==> config.mk <==
export PLATFORM = sky130hd
export DESIGN_NAME = dreg_pipe
export DESIGN_NICKNAME = d
export VERILOG_FILES = /design/src/rtl/dreg_pipe.sv
export SDC_FILE = /design/constraint.sdc
export NUM_CORES = 1
export LEC_CHECK = 0
export CAP_MARGIN = 15
export CORE_MARGIN = 2
export CORE_UTILIZATION = 45
export DETAILED_ROUTE_END_ITERATION = 16
export PLACE_DENSITY = 0.82
export SLEW_MARGIN = 0
export SYNTH_ARGS = -nofsm -noshare
export SYNTH_HDL_FRONTEND = slang
export SYNTH_SLANG_ARGS = --single-unit
==> constraint.sdc <==
create_clock -name clock -period 1.9 [get_ports clock]
set_clock_uncertainty 0.2 [all_clocks]
set_input_delay 0.57 -clock clock [delete_from_list [all_inputs] [get_ports clock]]
set_output_delay 0.57 -clock clock [all_outputs]
set_load 0.01 [all_outputs]
==> src/rtl/dreg_pipe.sv <==
// Multi-lane elastic register pipeline: DEPTH valid/ready stages carrying M lanes
// of N-bit data, with bubble collapsing, per-lane enable, flush and occupancy count.
module dreg_pipe #(
  parameter int             N         = 2,
  parameter int             M         = 2,
  parameter int             DEPTH     = 3,
  parameter logic [N-1:0]   RESET_VAL = '0,
  localparam int            OCC_W     = $clog2(DEPTH + 1)
) (
  input  logic             clock,
  input  logic             reset,
  input  logic             flush,
  input  logic             in_valid,
  output logic             in_ready,
  input  logic [M-1:0]     in_lane_en,
  input  logic [N-1:0]     d [M],
  output logic             out_valid,
  input  logic             out_ready,
  output logic [N-1:0]     q [M],
  output logic [OCC_W-1:0] occupancy
);

  logic [DEPTH-1:0] vld;
  logic [DEPTH-1:0] vld_next;
  logic [DEPTH-1:0] adv;
  logic [N-1:0]     data [DEPTH][M];
  logic [OCC_W-1:0] occ_next;
  logic             push;

  // A stage advances unless it and every stage after it are valid while the
  // output is stalled; this is the unrolled form of adv[k] = !vld[k] || adv[k+1].
  always_comb begin : advance
    logic all_full;
    all_full = 1'b1;
    adv      = '0;
    for (int k = DEPTH - 1; k >= 0; k--) begin
      all_full = all_full & vld[k];
      adv[k]   = ~all_full | out_ready;
    end
  end

  assign in_ready = adv[0] & ~flush;
  assign push     = in_valid & in_ready;

  always_comb begin
    vld_next = vld;
    if (flush) begin
      vld_next = '0;
    end else begin
      if (push)        vld_next[0] = 1'b1;
      else if (adv[0]) vld_next[0] = 1'b0;
      for (int k = 1; k < DEPTH; k++) begin
        if (adv[k]) vld_next[k] = vld[k-1];
      end
    end
    occ_next = '0;
    for (int k = 0; k < DEPTH; k++) begin
      occ_next = occ_next + OCC_W'(vld_next[k]);
    end
  end

  // NOTE: sequential state uses non-blocking assignments so every stage samples
  // its neighbour's pre-edge value regardless of statement order.
  always_ff @(posedge clock or posedge reset) begin
    if (reset) begin
      vld       <= '0;
      occupancy <= '0;
    end else begin
      vld       <= vld_next;
      occupancy <= occ_next;
    end
  end

  // NOTE: the data array is reset on purpose, because q must show RESET_VAL
  // straight out of reset; loads are gated by source validity so bubbles and
  // flushes leave the registers untouched.
  always_ff @(posedge clock or posedge reset) begin
    if (reset) begin
      for (int k = 0; k < DEPTH; k++) begin
        for (int j = 0; j < M; j++) data[k][j] <= RESET_VAL;
      end
    end else begin
      if (push) begin
        for (int j = 0; j < M; j++) data[0][j] <= in_lane_en[j] ? d[j] : RESET_VAL;
      end
      for (int k = 1; k < DEPTH; k++) begin
        if (!flush && adv[k] && vld[k-1]) begin
          for (int j = 0; j < M; j++) data[k][j] <= data[k-1][j];
        end
      end
    end
  end

  assign out_valid = vld[DEPTH-1];

  always_comb begin
    for (int j = 0; j < M; j++) q[j] = data[DEPTH-1][j];
  end

endmodule

# --- After elaboration in Yosys (flattened, before gate mapping) ---
# Cells that the tools add are included.
word_totals:
  mem_count: 0
  latchBits: 0
  rom_bits: 0
  ramBits: 0
  ff_bits: 17
op_classes:
  reduce_logical: 5
  div_mod_pow: 0
  shifts: 0
  mul: 0
  n_lt_le_gt_ge: 0
  n_mux: 7
  bitwise: 11
  n_eq_ne: 0
  add_sub_neg: 2
op_table:
  columns: ["cell", "n"]
  rows:
  - ["$and A1 B1 Y1", 4]
  - ["$logic_and A1 B1 Y1", 4]
  - ["$mux W1", 4]
  - ["$mux W2", 2]
  - ["$not A1 Y1", 4]
  - ["$mux W3", 1]
  - ["$or A1 B1 Y1", 3]
  - ["$add A1 B1 Y2", 1]
  - ["$add A2 B1 Y2", 1]
  - ["$logic_not A1 Y1", 1]

# --- Logic depth before layout (Yosys ltp) ---
logic_depth:
  depth_word: 10
  ltp_mapped: 4

# --- Worst setup path before layout ---
# No wires, ideal clock.
synth_timing:
  path_type: "input -> register"
  from: "in out_ready"
  to: "reg occupancy[0]"
  n_path_buf: 0
  slack_ps: 144
  stages: 4
  setup_ps: 136
  arrival_ps: 1420
  cell_sequence: "and4b_1 nor2_1 nor2_1 fa_1"
synth_between:
  elab_chain_len: 7
  elab_cells_between_ends: 12
  classes_between: "add/sub (2); mux (5); bitwise (5)"
synth_lines:
  columns: ["item", "line_no", "source"]
  rows:
  - ["start: declaration", "18", "input logic out_ready,"]
  - ["$or A1 B1 Y1 (*)", "38", "adv[k] = ~all_full | out_ready;"]
  - ["$and A1 B1 Y1", "42", "assign in_ready = adv[0] & ~flush;"]
  - ["$and A1 B1 Y1", "43", "assign push = in_valid & in_ready;"]
  - ["$mux W1 (*)", "50", "if (push) vld_next[0] = 1'b1;"]
  - ["$mux W3 (*)", "47", "if (flush) begin"]
  - ["named net vld_next[0]", "24", "logic [DEPTH-1:0] vld_next;"]
  - ["$add A1 B1 Y2 (*)", "58", "occ_next = occ_next + OCC_W'(vld_next[k]);"]
  - ["$add A2 B1 Y2 (*)", "58", null]
  - ["named net occ_next[0]", "27", "logic [OCC_W-1:0] occ_next;"]
  - ["end signal: assignment", "70", "occupancy <= occ_next;"]
  - ["end: declaration", "20", "output logic [OCC_W-1:0] occupancy"]
# Mark *: on every way through the listed nets, which the timed path passes. The rest lies on a longest branch.
# A chain may end at the register's enable or synchronous reset.

# --- Worst setup path after layout ---
layout_timing:
  from: "in out_ready"
  to: "out in_ready"
layout_between:
  elab_chain_len: 2
layout_lines:
  columns: ["item", "line_no", "source"]
  rows:
  - ["$or A1 B1 Y1", "38", null]
  - ["$and A1 B1 Y1", "42", null]
  - ["end: declaration", "14", "output logic in_ready,"]
# Every way passes these cells.

==> flow_metrics.env <==
export IMPL_outcome="complete, no violations"
export IMPL_ys_warnings_count=0
export IMPL_initial_core_util_pct=47.7
export IMPL_h_tree_depth=1
export IMPL_synth_fp_nets=69
export IMPL_grt_setup_unrepaired="true"
export IMPL_ctsHoldBuffers=0
export IMPL_drc=0
export IMPL_wl_per_cell_um=12.1
export IMPL_yosys_area_top_type="dfrtp_1"
export IMPL_fmax_mhz=527
export IMPL_via_per_inst=4.90
export IMPL_hold_class="reg2reg"
export IMPL_critPathMaxFanout=2
export IMPL_slew_viol_final=0
export IMPL_grt_max_degree=18
export IMPL_yosysSeqAreaShare_pct=59.2
export IMPL_hold_violations=0
export IMPL_slowest_delay_ns=0.26
export IMPL_path_delay_family="simple AND/OR/NAND/NOR gates"
export IMPL_antenna_left=0
export IMPL_worstSetupPathType="in2out"
export IMPL_core_area_um2=1510
export IMPL_cts_sinks=17
export IMPL_drt_total_wl_um=1170
export IMPL_root_buffer="clkbuf_4"
export IMPL_period_minus_slack_ns=1.90
export IMPL_synth_most_common_cell="dfrtp_1"
export IMPL_synth_flop_cell="dfrtp_1"
export IMPL_worst_slew_pin_slew_ns=0.224
export IMPL_grt_antenna_before_repair=0
export IMPL_gp_congestion=0.776
export IMPL_crit_path_end_kind="output port"
export IMPL_worstPathArrival_ns=1.13
export IMPL_start_kind="primary input"
export IMPL_crit_chain="buf_2 -> and4b_1 -> nor2_1 -> buf_2"
export IMPL_cts_tree="built"
export IMPL_cpMostUsedCell="buf_2"
export IMPL_num_antenna_cells=0
export IMPL_ctsLongestPathBuffers=2
export IMPL_syn_area_um2=718
export IMPL_vias=475
export IMPL_power_uw=820
export IMPL_io_buffers=18
export IMPL_die_y_um=44.0
export IMPL_num_rows=14
export IMPL_post_dp_cell_area_um2=928
export IMPL_grt_use_total_pct=16.7
export IMPL_required_ns=1.13
export IMPL_ys_ff_latch=17
export IMPL_synth_edff_count=0
export IMPL_synthArstFlopShare_pct=100
export IMPL_synthesis_instances=57
export IMPL_drive_gt1_share_pct=29.6
export IMPL_nets=94
export IMPL_grt_first_pass_wirelength_um=2240
export IMPL_irDropWorstVdd_v=0.000573
export IMPL_grt_pass1_vias=537
export IMPL_syn_avg_cell_area_um2=12.6
export IMPL_io_pins=19
export IMPL_cp_num_buf_inv=2
export IMPL_dr_pass1_iters=2
export IMPL_ys_top_cells_by_count="dfrtp_1 (17), mux2_2 (8), inv_1 (6), nor2_1 (6)"
export IMPL_synth_area_leaders="dfrtp_1 (59%), mux2_2 (13%), mux2i_1 (5.6%), buf_4 (4.2%), inv_1 (3.1%)"
export IMPL_relSlewSlack_pct=85.0
export IMPL_period_share_pct=99.8
export IMPL_synth_cell_types=14
export IMPL_leakage_nw=0.506
export IMPL_maxCapViolCount=0
export IMPL_finalInstanceArea_um2=952
export IMPL_die_x_um=44.0
export IMPL_die_area_um2=1930
export IMPL_slowest_stage="and4b_1"
export IMPL_finalSetupViolations=0
export IMPL_hpwl_um=951
export IMPL_insertion_delay_ns=0.28
export IMPL_first_iter_violations=4
export IMPL_p_per_area_nw_per_um2=861
export IMPL_yosysTopAreaCellShare_pct=59.2
export IMPL_grt_overflow_total=0
export IMPL_clk_pin_slew_ns=0.09
export IMPL_cts_buffers=3
export IMPL_area_growth_pct=32.6
## logic make-up (layout without fill, tap and decap cells)
logic type,after synthesis,after routing,share of synthesized area (%)
AO/OA/AOI/OAI,2,2,1.92
adder cells (fa/ha/maj),1,1,2.79
buffers and inverters,11,35,8.01
flip-flops,17,17,59.2
multiplexers,12,12,18.1
AND/OR/NAND/NOR,14,14,9.93
## metal layers
| metal | global-route usage, % | wire [µm] |
|---|---|---|
| met4 | 10.9 | 27 |
| met3 | 5.00 | 38 |
| met2 | 26.2 | 621 |
| met1 | 19.9 | 484 |
| met5 | 0 | 0 |
## worst reg2reg max path, cell delays in order, from the launching register on
cell	delay (ns)
dfrtp_1	0.38
and4b_1	0.21
buf_4	0.13
buf_4	0.12
or3b_1	0.46
mux2i_1	0.16
## sequential cells by signal (all words and copies together), names as in the netlist
signal	count
q	4
vld	3
data	8
occupancy	2
## where the power goes
part | internal, mW | leakage (nW) | total (mW) | switching (mW)
logic | 0.107 | 0.271 | 0.178 | 0.0715
clock network | 0.0815 | 0.0150 | 0.184 | 0.102
registers | 0.428 | 0.220 | 0.458 | 0.0296
## path summary, 6_finish.rpt
kind | start | cells after the start | slack (ns) | end
worst max-delay path | out_ready | 4 | 0.004 | in_ready
worst min-delay path | q[1] | 1 | 0.31 | q[1]
worst max register to register | vld[2] | 5 | 0.12 | data[8]
worst min register to register | q[1] | 1 | 0.31 | q[1]
max in group asynchronous | reset | 3 | 0.94 | data[9]
min in group asynchronous | reset | 3 | 0.38 | occupancy[0]
## timing repair
item | in CTS | in global routing
gates cloned | 0 | 0
gates resized for setup | 19 | 1
setup endpoints to repair | 18 | 2
setup buffers | 1 | 0
pin swaps | 4 | 1
## cells in the final DEF (no fill, tap or decap)
cell / instances
a211o_1: 1
a21oi_1: 1
and4b_1: 1
buf_2: 2
buf_4: 7
clkbuf_1: 1
clkbuf_4: 3
clkdlybuf4s50_1: 8
dfrtp_1: 17
dlygate4sd2_1: 8
fa_1: 1
inv_1: 6
mux2_2: 8
mux2i_1: 4
nand2_1: 4
nor2_1: 4
nor2_2: 2
nor2b_2: 1
or3b_1: 1
or3b_4: 1
## cell type report
class                           instances  area, µm²
Clock buffer                            4       26.3
Fill cell                             128        554
Inverter                                6       22.5
Multi-Input combinational cell         29        245
Sequential cell                        17        425
Tap cell                               16       20.0
Timing Repair Buffer                   25        213
## stage by stage
stage	utilization [%]	worst slack (ns)	hold slack (ns)	cells	setup TNS, ns
3_5_place_dp	61.6	-0.788	0.295	92	-5.88
3_3_place_gp	61.6	-0.737	0.289	92	-5.36
4_1_cts	63.0	-0.0200	0.312	97	-0.0200
2_1_floorplan	-	0.144	0.275	57	0
5_1_grt	63.2	-0.0588	0.328	97	-0.0588
6_report	63.2	0.00361	0.306	97	0
Power figures use the tool's default switching activity.
